--- src/rtl/posit_prod_buffer_pkg.sv ---
// Shared definitions for the posit product buffer: posit width, the stored
// entry layout and the NaR encoding.
package posit_defines;

  localparam int NBITS = 32;

  // One buffered product after canonicalisation.
  typedef struct packed {
    logic [NBITS-1:0] result;
    logic             inf;
    logic             zero;
  } prod_entry;

  // Posit NaR: sign bit set, every other bit clear.
  localparam logic [NBITS-1:0] NAR = {1'b1, {(NBITS-1){1'b0}}};

  // Fold the multiplier flags into one canonical entry. NaR outranks zero,
  // so a product flagged as both is stored and reported as NaR only.
  function automatic prod_entry canon_entry(input logic [NBITS-1:0] result,
                                            input logic             inf,
                                            input logic             zero);
    prod_entry e;
    e.result = result;
    e.inf    = 1'b0;
    e.zero   = 1'b0;
    if (inf) begin
      e.result = NAR;
      e.inf    = 1'b1;
    end else if (zero) begin
      e.result = '0;
      e.zero   = 1'b1;
    end
    return e;
  endfunction

endpackage

--- src/rtl/posit_prod_buffer_canon.sv ---
// posit_prod_canon: purely combinational clean-up of a raw multiplier
// triple {result, inf, zero} into the canonical form kept in the buffer.
module posit_prod_canon
  import posit_defines::*;
(
  input  logic [NBITS-1:0] in_result,
  input  logic             in_inf,
  input  logic             in_zero,
  output prod_entry        entry
);

  // Special values are rewritten to their single legal encoding.
  always_comb begin
    entry = canon_entry(in_result, in_inf, in_zero);
  end

endmodule

--- src/rtl/posit_prod_buffer.sv ---
// posit_prod_buffer: elastic first-word-fall-through buffer behind the posit
// multiplier. Products are canonicalised on write and drained by the
// accumulation stage through a valid/ready handshake. A product offered
// while full is dropped and flagged in the sticky overflow bit, since the
// multiplier cannot be stalled.
//
// Optional macro POSIT_PROD_STATS_EN adds 16-bit saturating push counters
// (stat_total, stat_inf, stat_zero) for debug readout.
module posit_prod_buffer #(
  parameter int DEPTH = 16,
  parameter int NBITS = 32
) (
  input  logic                       clk,
  input  logic                       rst_n,
  input  logic                       in_valid,
  input  logic [NBITS-1:0]           in_result,
  input  logic                       in_inf,
  input  logic                       in_zero,
  output logic                       in_ready,
  output logic                       out_valid,
  input  logic                       out_ready,
  output logic [NBITS-1:0]           out_result,
  output logic                       out_inf,
  output logic                       out_zero,
  output logic [$clog2(DEPTH):0]     level,
  output logic                       overflow,
  input  logic                       clear_stats
`ifdef POSIT_PROD_STATS_EN
  ,
  output logic [15:0]                stat_total,
  output logic [15:0]                stat_inf,
  output logic [15:0]                stat_zero
`endif
);

  import posit_defines::*;

  localparam int PW = $clog2(DEPTH);
  localparam int LW = PW + 1;
  localparam logic [LW-1:0] FULL_LEVEL = LW'(DEPTH);

  prod_entry         mem [DEPTH];
  prod_entry         wr_entry;
  prod_entry         head;
  logic [PW-1:0]     wr_ptr;
  logic [PW-1:0]     rd_ptr;
  logic              push;
  logic              pop;

  posit_prod_canon u_canon (
    .in_result (in_result),
    .in_inf    (in_inf),
    .in_zero   (in_zero),
    .entry     (wr_entry)
  );

  // Handshake flags come only from the registered occupancy; a full buffer
  // refuses a push even when a pop happens in the same cycle.
  always_comb begin
    in_ready  = (level != FULL_LEVEL);
    out_valid = (level != '0);
    push      = in_valid & in_ready;
    pop       = out_valid & out_ready;
  end

  // Head data is masked to zero whenever no entry is valid.
  always_comb begin
    head       = mem[rd_ptr];
    out_result = out_valid ? head.result : '0;
    out_inf    = out_valid & head.inf;
    out_zero   = out_valid & head.zero;
  end

  // Storage array is deliberately left unreset; validity is tracked by level.
  always_ff @(posedge clk) begin
    if (push) begin
      mem[wr_ptr] <= wr_entry;
    end
  end

  // Pointers wrap naturally at DEPTH; level is kept as a separate counter.
  always_ff @(posedge clk or negedge rst_n) begin
    if (!rst_n) begin
      wr_ptr <= '0;
      rd_ptr <= '0;
      level  <= '0;
    end else begin
      if (push) begin
        wr_ptr <= wr_ptr + 1'b1;
      end
      if (pop) begin
        rd_ptr <= rd_ptr + 1'b1;
      end
      case ({push, pop})
        2'b10:   level <= level + 1'b1;
        2'b01:   level <= level - 1'b1;
        default: level <= level;
      endcase
    end
  end

  // Sticky loss flag; a clear request wins over a same-cycle new loss.
  always_ff @(posedge clk or negedge rst_n) begin
    if (!rst_n) begin
      overflow <= 1'b0;
    end else if (clear_stats) begin
      overflow <= 1'b0;
    end else if (in_valid && !in_ready) begin
      overflow <= 1'b1;
    end
  end

`ifdef POSIT_PROD_STATS_EN
  // Saturating push statistics, classified by the canonical entry so a
  // product flagged as both NaR and zero counts only as NaR.
  always_ff @(posedge clk or negedge rst_n) begin
    if (!rst_n) begin
      stat_total <= '0;
      stat_inf   <= '0;
      stat_zero  <= '0;
    end else if (clear_stats) begin
      stat_total <= '0;
      stat_inf   <= '0;
      stat_zero  <= '0;
    end else if (push) begin
      if (stat_total != 16'hFFFF) begin
        stat_total <= stat_total + 16'd1;
      end
      if (wr_entry.inf && stat_inf != 16'hFFFF) begin
        stat_inf <= stat_inf + 16'd1;
      end
      if (wr_entry.zero && stat_zero != 16'hFFFF) begin
        stat_zero <= stat_zero + 16'd1;
      end
    end
  end
`endif

endmodule

--- config.mk ---
export PLATFORM = sky130hd
export DESIGN_NAME = posit_prod_buffer
export DESIGN_NICKNAME = d
export VERILOG_FILES = /design/src/rtl/posit_prod_buffer_pkg.sv /design/src/rtl/posit_prod_buffer_canon.sv /design/src/rtl/posit_prod_buffer.sv
export SDC_FILE = /design/constraint.sdc
export NUM_CORES = 1
export LEC_CHECK = 0
export CAP_MARGIN = 20
export CORE_MARGIN = 5
export CORE_UTILIZATION = 45
export CTS_CLUSTER_SIZE = 20
export DETAILED_ROUTE_END_ITERATION = 8
export SYNTH_ARGS = -nofsm -noshare
export SYNTH_HDL_FRONTEND = slang
export SYNTH_SLANG_ARGS = --single-unit
--- constraint.sdc ---
create_clock -name clk -period 4.65 [get_ports clk]
set_clock_uncertainty 0.2 [all_clocks]
set_input_delay 0.93 -clock clk [delete_from_list [all_inputs] [get_ports clk]]
set_output_delay 0.93 -clock clk [all_outputs]
set_load 0.01 [all_outputs]
==> Word-level counts from Yosys, hierarchy flattened <==
Memory sizes are Yosys's and may differ from the RTL's.
Cells that the tools add are included.
{ "word_totals": {"ff_bits": 14, "memories": 1, "mem_bits_rw": 544, "input_bits": 39, "word_cells": 32} }
{ "mem_list": {"columns": ["name", "words", "width", "read_ports", "rd_clocked_by_memory_dff", "write_ports", "line", "text"], "rows": [
  ["mem", 16, 34, 1, 0, 1, "posit_prod_buffer.sv:42", "prod_entry mem [DEPTH];"]
]} }
{ "op_classes": {"reduce_logical": 5, "mux": 11, "addsub": 4, "n_bitwise": 4, "eq_ne": 3} }
{ "op_table": {"columns": ["op", "n"], "rows": [
  ["2-to-1 mux 32 bit", 3],
  ["case mux 5 bit (2 select lines)", 1],
  ["adder 4 x 1 -> 4 bit, second input constant", 2],
  ["2-to-1 mux 1 bit", 7],
  ["adder 5 x 1 -> 5 bit, second input constant", 1],
  ["!= test 5 bit, second input constant", 1],
  ["nonzero test 5 bit", 1],
  ["subtractor 5 x 1 -> 5 bit, second input constant", 1],
  ["AND 1 bit", 4],
  ["nonzero test 2 bit", 2],
  ["equality test 2 x 1 -> 1 bit, second input constant", 1],
  ["equality test 2 bit, second input constant", 1],
  ["logical AND 1 bit", 1],
  ["logical NOT 1 bit", 1]
]} }

==> Depth between registers and ports, before layout <==
Gate-level depths: netlist of the first run.
{ "logic_depth": {"word_depth": 5, "mapped_depth": 12, "ltp_nobuf": 10} }

==> Modules after synthesis <==
A second synthesis of the first run with hierarchy kept.
{ "hier_totals": {"cells_unflattened": 970, "area_unflattened_um2": 21849.7} }
{ "modules_own_cells": {"columns": ["mod", "area_per_inst_um2", "seq_area_each_um2", "cells_each", "n_inst"], "rows": [
  ["posit_prod_buffer", 21588.2, 16686.0, 931, 1],
  ["posit_prod_canon", 261.5, 0.0, 39, 1]
]} }

==> Worst setup path after synthesis of the first run <==
OpenSTA, ideal clock, no wires.
{ "synth_path": {"path_kind": "input port to flip-flop", "start": "in in_valid", "end": "mem mem[3][0] in the netlist's numbering (enable)", "setup_slack_ns": 0.042, "stages": 3, "n_path_buf": 0, "t_required_ns": 3.983, "setup_ns": 0.467, "arrival_time_ns": 3.940, "cell_sequence": "a21boi_1 nand2_1 nor3_1"} }
{ "synth_via": {"elab_chain_len": 3} }
{ "synth_lines": {"columns": ["item", "line", "text"], "rows": [
  ["start: declaration", "posit_prod_buffer.sv:15", "input logic in_valid,"],
  ["AND 1 bit", "posit_prod_buffer.sv:62", "push = in_valid & in_ready;"],
  ["2-to-1 mux 1 bit", "posit_prod_buffer.sv:76", "if (push) begin"],
  ["2-to-1 mux 1 bit (not written as such)", "posit_prod_buffer.sv:77", "mem[wr_ptr] <= wr_entry;"],
  ["end: declaration", "posit_prod_buffer.sv:42", null]
]} }
Every way passes these cells.

==> Final worst setup path of the first run <==
{ "layout_path": {"start": "reg rd_ptr[1]", "end": "out out_result[26]"} }
{ "layout_via": {"elab_chain_len": 2} }
{ "layout_lines": {"columns": ["item", "line", "text"], "rows": [
  ["start: declaration", "posit_prod_buffer.sv:46", "logic [PW-1:0] rd_ptr;"],
  ["start signal: assignment", "posit_prod_buffer.sv:92", "rd_ptr <= rd_ptr + 1'b1;"],
  ["memory read (16 x 34 bit)", null, null],
  ["2-to-1 mux 32 bit", "posit_prod_buffer.sv:69", "out_result = out_valid ? head.result : '0;"],
  ["end: declaration", "posit_prod_buffer.sv:22", "output logic [NBITS-1:0] out_result,"]
]} }
Every way passes these cells.

==> qor.txt, run 1 <==
Run status: complete, no violations
Multi-input combinational cell area: 4990 sq um
Warnings from Yosys: 0
Number of buffers on the longest clock path: 3
Ports: 81
Wire length of the first global-routing pass: 72400 um
Post-route fraction of the period consumed by the critical path: 0.961
GRT Max-Usage Layer: met2
Drt drc: 0
Number of CTS-inserted buffers: 56
Deepest level of the CTS H-tree: 2
Core area: 47900 sq um
Vertical die dimension: 231 um
Top cell type by total area after synthesis: sky130_fd_sc_hd__edfxtp_1
Final setup TNS: 0 ns
Nets@finish: 1146
Number of max-cap violations: 0
Actual transition at the worst max-transition pin: 0.854 ns
Clock tree from TritonCTS: done
Area share of the largest cell type after synthesis: 0.745
Synthesized flop and latch total: 558
PwrDens: 613 nW/um^2
Final cell count without fillers: 1758
Ratio of routed vias to standard cells: 5.77
Buffer cell driving the clock tree root: sky130_fd_sc_hd__clkbuf_16
Met1 demand-to-capacity share in global routing: 0.262
Routability cong.: 0.709
Critical Path End Type: primary output
Cell Area, Synth: 21900 sq um
Clock latency of the later-clocked register in the worst-skew pair: 0.61 ns
Proportion of layout cells with a drive suffix above 1: 0.249
Number of vias after detailed routing: 10100
Worst Setup Start Kind: flip-flop
GRT overflow: 0
Count of cells along the worst hold path: 2
Antenna cell count: 0
Terminus of the critical flop-to-flop path: level[4]
Initial core utilization: 0.457
P&R area growth vs syn: 16.9%
Distinct cells, synth: 44
Number of antenna violations at the first check in global routing: 1
Number of global-route vias before repair: 10600
Most common flop cell mapped by yosys: sky130_fd_sc_hd__edfxtp_1
Number of DRC markers in iteration 0: 844
Worst IR drop on VDD: 0.000467 V
Endpoint of the worst hold path: overflow
Arrival time at the worst endpoint: 3.34 ns
Net Count, Synth: 1017
Crit-path max FO: 16
Routed wire length: 48600 um
Number of buffers added to fix hold violations after cts: 0
Post-synthesis area per instance: 22.6 sq um
Unrepaired setup endpoints after global routing: false
Clock-pin slew on the worst setup and hold paths: 0.06 ns
Start point of the worst min-delay path: overflow
Worst r2r src: level[2]
Leading cell types by total area after synthesis: sky130_fd_sc_hd__edfxtp_1, sky130_fd_sc_hd__mux4_2, sky130_fd_sc_hd__mux4_1
Row count: 80
Total placed cells including tap cells: 1655
Top Family by Delay on Critical Path: multiplexers
Max-slew headroom: 0.429
Maximum number of pins on one net before global-route repair: 71
Number of synthesized flops with an enable pin: 544
Fin. Hold Viols: 0
Fill count: 3682
Sequential-to-total area share from yosys stat: 0.761
GR Util All Layers: 0.184
Critical-path top delay cell: sky130_fd_sc_hd__dfrtp_4
Placed wire-length estimate: 26200 um
Leak: 8.30 nW
Worst stage delay on the critical path: 0.63 ns
Global routing usage on met3: 0.0280
Crit path time final: 4.47 ns
WL per Instance: 27.7 um
Horizontal extent of the die: 231 um
Post-synthesis cell count: 969
Cells along the critical path: buf_4 -> mux4_1 -> mux2_2 -> a221o_1 -> clkdlybuf4s50_1
R2R cell count: 9
Number of I/O port buffers: 80
Category of the critical setup timing path: reg -> out
Combined flip-flop and latch cell area: 16700 sq um
Critical path buffers and inverters: 2
Final max-slew violation count: 0
Worst-case register-to-register setup slack: 1.37 ns
Number of iterations in the first detailed-routing pass: 5
Data required time of the worst path: 3.52 ns
Post-synth ARST share: 0.0251
Met2 track utilization from global routing: 0.305
Worst min path class: reg -> reg
Antenna viol nets, final: 0
Maximum clock rate: 0.224 GHz
Final number of setup-violating endpoints: 0
Die area: 53200 sq um
Clock sink total: 558
==> layout by cell type, fill, tap and decap left out, types with 15 or more instances in the layout <==
master / Yosys / layout
sky130_fd_sc_hd__mux4_2: 112 / 112
sky130_fd_sc_hd__buf_12: 4 / 18
sky130_fd_sc_hd__mux4_1: 24 / 24
sky130_fd_sc_hd__clkbuf_1: 19 / 15
sky130_fd_sc_hd__clkdlybuf4s50_1: 0 / 80
sky130_fd_sc_hd__mux2_2: 23 / 23
sky130_fd_sc_hd__clkbuf_16: 0 / 56
sky130_fd_sc_hd__edfxtp_1: 544 / 544
sky130_fd_sc_hd__nor2b_1: 34 / 33
sky130_fd_sc_hd__a221o_1: 34 / 34
sky130_fd_sc_hd__and2_1: 31 / 31
sky130_fd_sc_hd__buf_4: 2 / 28
==> tightest hold or removal path, stage by stage (launching register included) <==
cell and delay [ns]:
sky130_fd_sc_hd__dfrtp_1 0.35, sky130_fd_sc_hd__a31oi_1 0.05, sky130_fd_sc_hd__nor2_1 0.08
==> flip-flops by register name, summed over array words and instances, names as in the netlist <==
name	flops
level	5
mem	544
overflow	1
rd_ptr	4
wr_ptr	4
==> kinds of logic (layout without fill, tap and decap cells) <==
logic type	Yosys count	after routing	synth area share
flip-flops	558	558	0.761
AND/OR/NAND/NOR	112	112	0.0300
multiplexers	172	172	0.162
XOR/XNOR	12	12	0.00480
buffers and inverters	60	234	0.0166
AO/OA/AOI/OAI	46	46	0.0198
adder cells (fa/ha/maj)	9	9	0.00514
==> per-stage QoR <==
step | total power [mW] | setup slack (ns) | util | cell area (sq um) | hold slack (ns)
floorplan | 9.60 | 0.0423 | - | 21900 | 0.313
global placement | 11.6 | 0.675 | 0.497 | 23900 | 0.287
detailed placement | 11.6 | 0.641 | 0.497 | 23900 | 0.315
CTS | 16.0 | 0.110 | 0.534 | 25600 | 0.327
global route | 16.4 | 0.0298 | 0.534 | 25600 | 0.350
finish | 15.7 | 0.182 | 0.534 | 25600 | 0.318
==> worst max-delay path by stage <==
stage | start | to | slack [ns] | cells after the start
3_5_place_dp | level[2] | out_result[3] | 0.64 | 6
2_1_floorplan | in_valid | mem[3][0] | 0.04 | 3
3_3_place_gp | level[2] | out_result[4] | 0.67 | 6
6_report | rd_ptr[1] | out_result[26] | 0.18 | 5
4_1_cts | rd_ptr[1] | out_result[26] | 0.11 | 5
5_1_grt | rd_ptr[1] | out_zero | 0.03 | 5
==> synth_stat cells (all sizes together) (3+ instances only) <==
library cell / number
o21ai: 3
nor3: 4
clkbuf: 19
nor2: 17
dfrtp: 14
buf: 36
nand2: 10
mux2: 36
and2: 31
a221o: 34
nor2b: 34
nand2b: 3
mux4: 136
xnor2: 7
ha: 9
inv: 5
nand4: 4
edfxtp: 544
xor2: 5
==> cell type report <==
cell class	count	share of cell area
Clock buffer	74	0.0585
Clock inverter	29	0.0104
Inverter	5	0.000830
Multi-Input combinational cell	351	0.195
Sequential cell	558	0.652
Tap cell	615	0.0300
Timing Repair Buffer	126	0.0535
==> layer usage <==
layer  part of all wire  vias to the layer above  routed length [um]
li1                   -                     4350                   -
met1               0.43                     5468               21000
met2               0.50                      270               24500
met3              0.048                       52                2340
met4              0.016                        0                 764
met5                  0                        -                   0
==> timing repair <==
| action | in CTS | in global routing |
|---|---|---|
| endpoints found under the setup margin | 2 | 0 |
| gates resized for setup | 1 | 0 |
| buffers inserted | 0 | 0 |
==> power by group <==
part	internal, mW	total (mW)	switching, mW
combinational	2.59	5.06	2.47
sequential	6.06	6.31	0.250
clock	2.49	4.34	1.86
Note: power is estimated with default switching activity, not from simulation.
==> inputs of run 2 (changes only) <==
--- a/config.mk
+++ b/config.mk
@@ -10,6 +10,7 @@
 export CORE_UTILIZATION = 45
 export CTS_CLUSTER_SIZE = 20
 export DETAILED_ROUTE_END_ITERATION = 8
+export PLACE_DENSITY = 0.7
 export SYNTH_ARGS = -nofsm -noshare
 export SYNTH_HDL_FRONTEND = slang
 export SYNTH_SLANG_ARGS = --single-unit
==> run 2 against run 1 <==
Combinational power shrank 2%. Worst setup slack lost 0.0022 ns. Total power grew 0.40%. Critical path depth stayed put. Sequential share of layout area is the same. Sequential power up 0.6%. Wire length shrank 5.6%. Non-clock buffer count is 5 lower. Clock power up 3%. Critical endpoint is now out_result[17]. Highest routed layer unchanged.
==> qor.txt, run 2 (same netlist as run 1, synthesis figures left out) <==
Worst IR drop on VDD: 0.000412 V
Initial core utilization: 0.457
Vertical die dimension: 231 um
Top register by number of flip-flops: mem
Wire length of the first global-routing pass: 68800 um
Antenna viol nets, final: 0
Die area: 53200 sq um
Largest registers in the final layout: mem x544, level x5
Max-slew headroom: 0.378
Nets@finish: 1139
GRT overflow: 0
Routed wire length: 45900 um
Clock-pin slew on the worst setup and hold paths: 0.06 ns
Number of DRC markers in iteration 0: 994
Setup fix buffers added after clock tree synthesis: 0
Number of CTS-inserted buffers: 54
Combined flip-flop and latch cell area: 16700 sq um
Number of antenna violations at the first check in global routing: 1
Fin. Hold Viols: 0
Arrival time at the worst endpoint: 3.34 ns
Number of vias after detailed routing: 10100
Data required time of the worst path: 3.52 ns
Number of buffers added to fix hold violations after cts: 0
Critical-path top delay cell: sky130_fd_sc_hd__dfrtp_4
Row count: 80
Final std cell area, no fill: 25600 sq um
Maximum clock rate: 0.224 GHz
Commonest cells after routing, fill and taps aside: sky130_fd_sc_hd__edfxtp_1, sky130_fd_sc_hd__mux4_2, sky130_fd_sc_hd__clkdlybuf4s50_1, sky130_fd_sc_hd__clkbuf_16, sky130_fd_sc_hd__a221o_1
Crit path time final: 4.47 ns
Crit-path max FO: 21
Multi-input combinational cell area: 4990 sq um
Critical Path End Type: primary output
Worst stage delay on the critical path: 0.63 ns
Cells along the critical path: buf_4 -> mux4_1 -> mux2_2 -> a221o_1 -> clkdlybuf4s50_1
Number of buffers on the longest clock path: 3
Final max-slew violation count: 0
Final number of setup-violating endpoints: 0
Placed wire-length estimate: 25500 um
Commonest non-fill, non-tap cell in the layout: sky130_fd_sc_hd__edfxtp_1
Routability cong.: 0.714
Number of iterations in the first detailed-routing pass: 5
Ratio of routed vias to standard cells: 5.74
Post-route fraction of the period consumed by the critical path: 0.961
Drt drc: 0
WL per Instance: 26.2 um
Clock latency of the later-clocked register in the worst-skew pair: 0.58 ns
Number of global-route vias before repair: 10500
Actual transition at the worst max-transition pin: 0.931 ns
Proportion of layout cells with a drive suffix above 1: 0.254
Horizontal extent of the die: 231 um
Unrepaired setup endpoints after global routing: false
PwrDens: 616 nW/um^2
Ports: 81
Number of I/O port buffers: 80
Worst Setup Start Kind: flip-flop
GR Util All Layers: 0.173
# resized after CTS: 0
Fill count: 3622
Post-placement worst setup slack: 0.741 ns
P&R area growth vs syn: 16.9%
Leak: 8.29 nW
Maximum number of pins on one net before global-route repair: 52
Run status: complete, no violations
Clock tree from TritonCTS: done
Placed Area: 23800 sq um
Final setup TNS: 0 ns
Number of max-cap violations: 0
Category of the critical setup timing path: reg -> out
Core area: 47900 sq um
Max FFs per register: 544
Worst min path class: reg -> reg
Buffer cell driving the clock tree root: sky130_fd_sc_hd__clkbuf_16
Post-layout worst setup margin: 0.180 ns
Deepest level of the CTS H-tree: 2
Clock sink total: 558
[run 2: power breakdown]
group	switching [mW]	internal, mW	leakage [nW]	total, mW
Combinational	2.38	2.59	2.22	4.97
Sequential	0.294	6.06	5.19	6.35
Clock	1.84	2.61	0.881	4.45
Total	4.52	11.3	8.29	15.8
[run 2: worst paths after layout]
check | start | end | slack [ns] | cells after the start
worst max-delay path | rd_ptr[1] | out_result[17] | 0.18 | 5
worst min-delay path | overflow | overflow | 0.34 | 2
worst max register to register | level[2] | level[4] | 1.44 | 9
worst min register to register | overflow | overflow | 0.34 | 2
max in group asynchronous | rst_n | rd_ptr[3] | 3.15 | 1
min in group asynchronous | rst_n | overflow | 0.57 | 1
[run 2: final cells by class]
| cell class | instances | area share |
|---|---|---|
| inverter | 5 | 0.000733 |
| multi-input combinational | 351 | 0.195 |
| clock inverter | 41 | 0.0164 |
| tap | 615 | 0.0300 |
| timing repair buffer | 121 | 0.0516 |
| clock buffer | 60 | 0.0545 |
| antenna | 1 | 0.0000977 |
| sequential | 558 | 0.652 |
[run 2: critical path: cells and delay by family (launching register included)]
| kind | cells | cell delay (ns) |
|---|---|---|
| buf+inv | 2 | 0.90 |
| compound gates | 1 | 0.32 |
| flops | 1 | 0.63 |
| mux | 2 | 0.88 |
[run 2: per-layer routing]
layer,share of wire,GRT usage,vias up
li1,-,-,4341
met1,0.42,0.244,5337
met2,0.50,0.285,322
met3,0.061,0.0292,56
met4,0.019,0.0461,0
met5,0,0,-
[run 2: per-stage QoR]
step / std cells / hold WS (ns) / utilization / total power, mW
after floorplan: 969 / 0.313 / - / 9.60
after global placement: 1650 / 0.283 / 0.496 / 11.5
after detailed placement: 1650 / 0.321 / 0.496 / 11.5
after CTS: 1751 / 0.340 / 0.534 / 16.0
after global routing: 1752 / 0.391 / 0.534 / 16.5
final: 1752 / 0.337 / 0.534 / 15.8
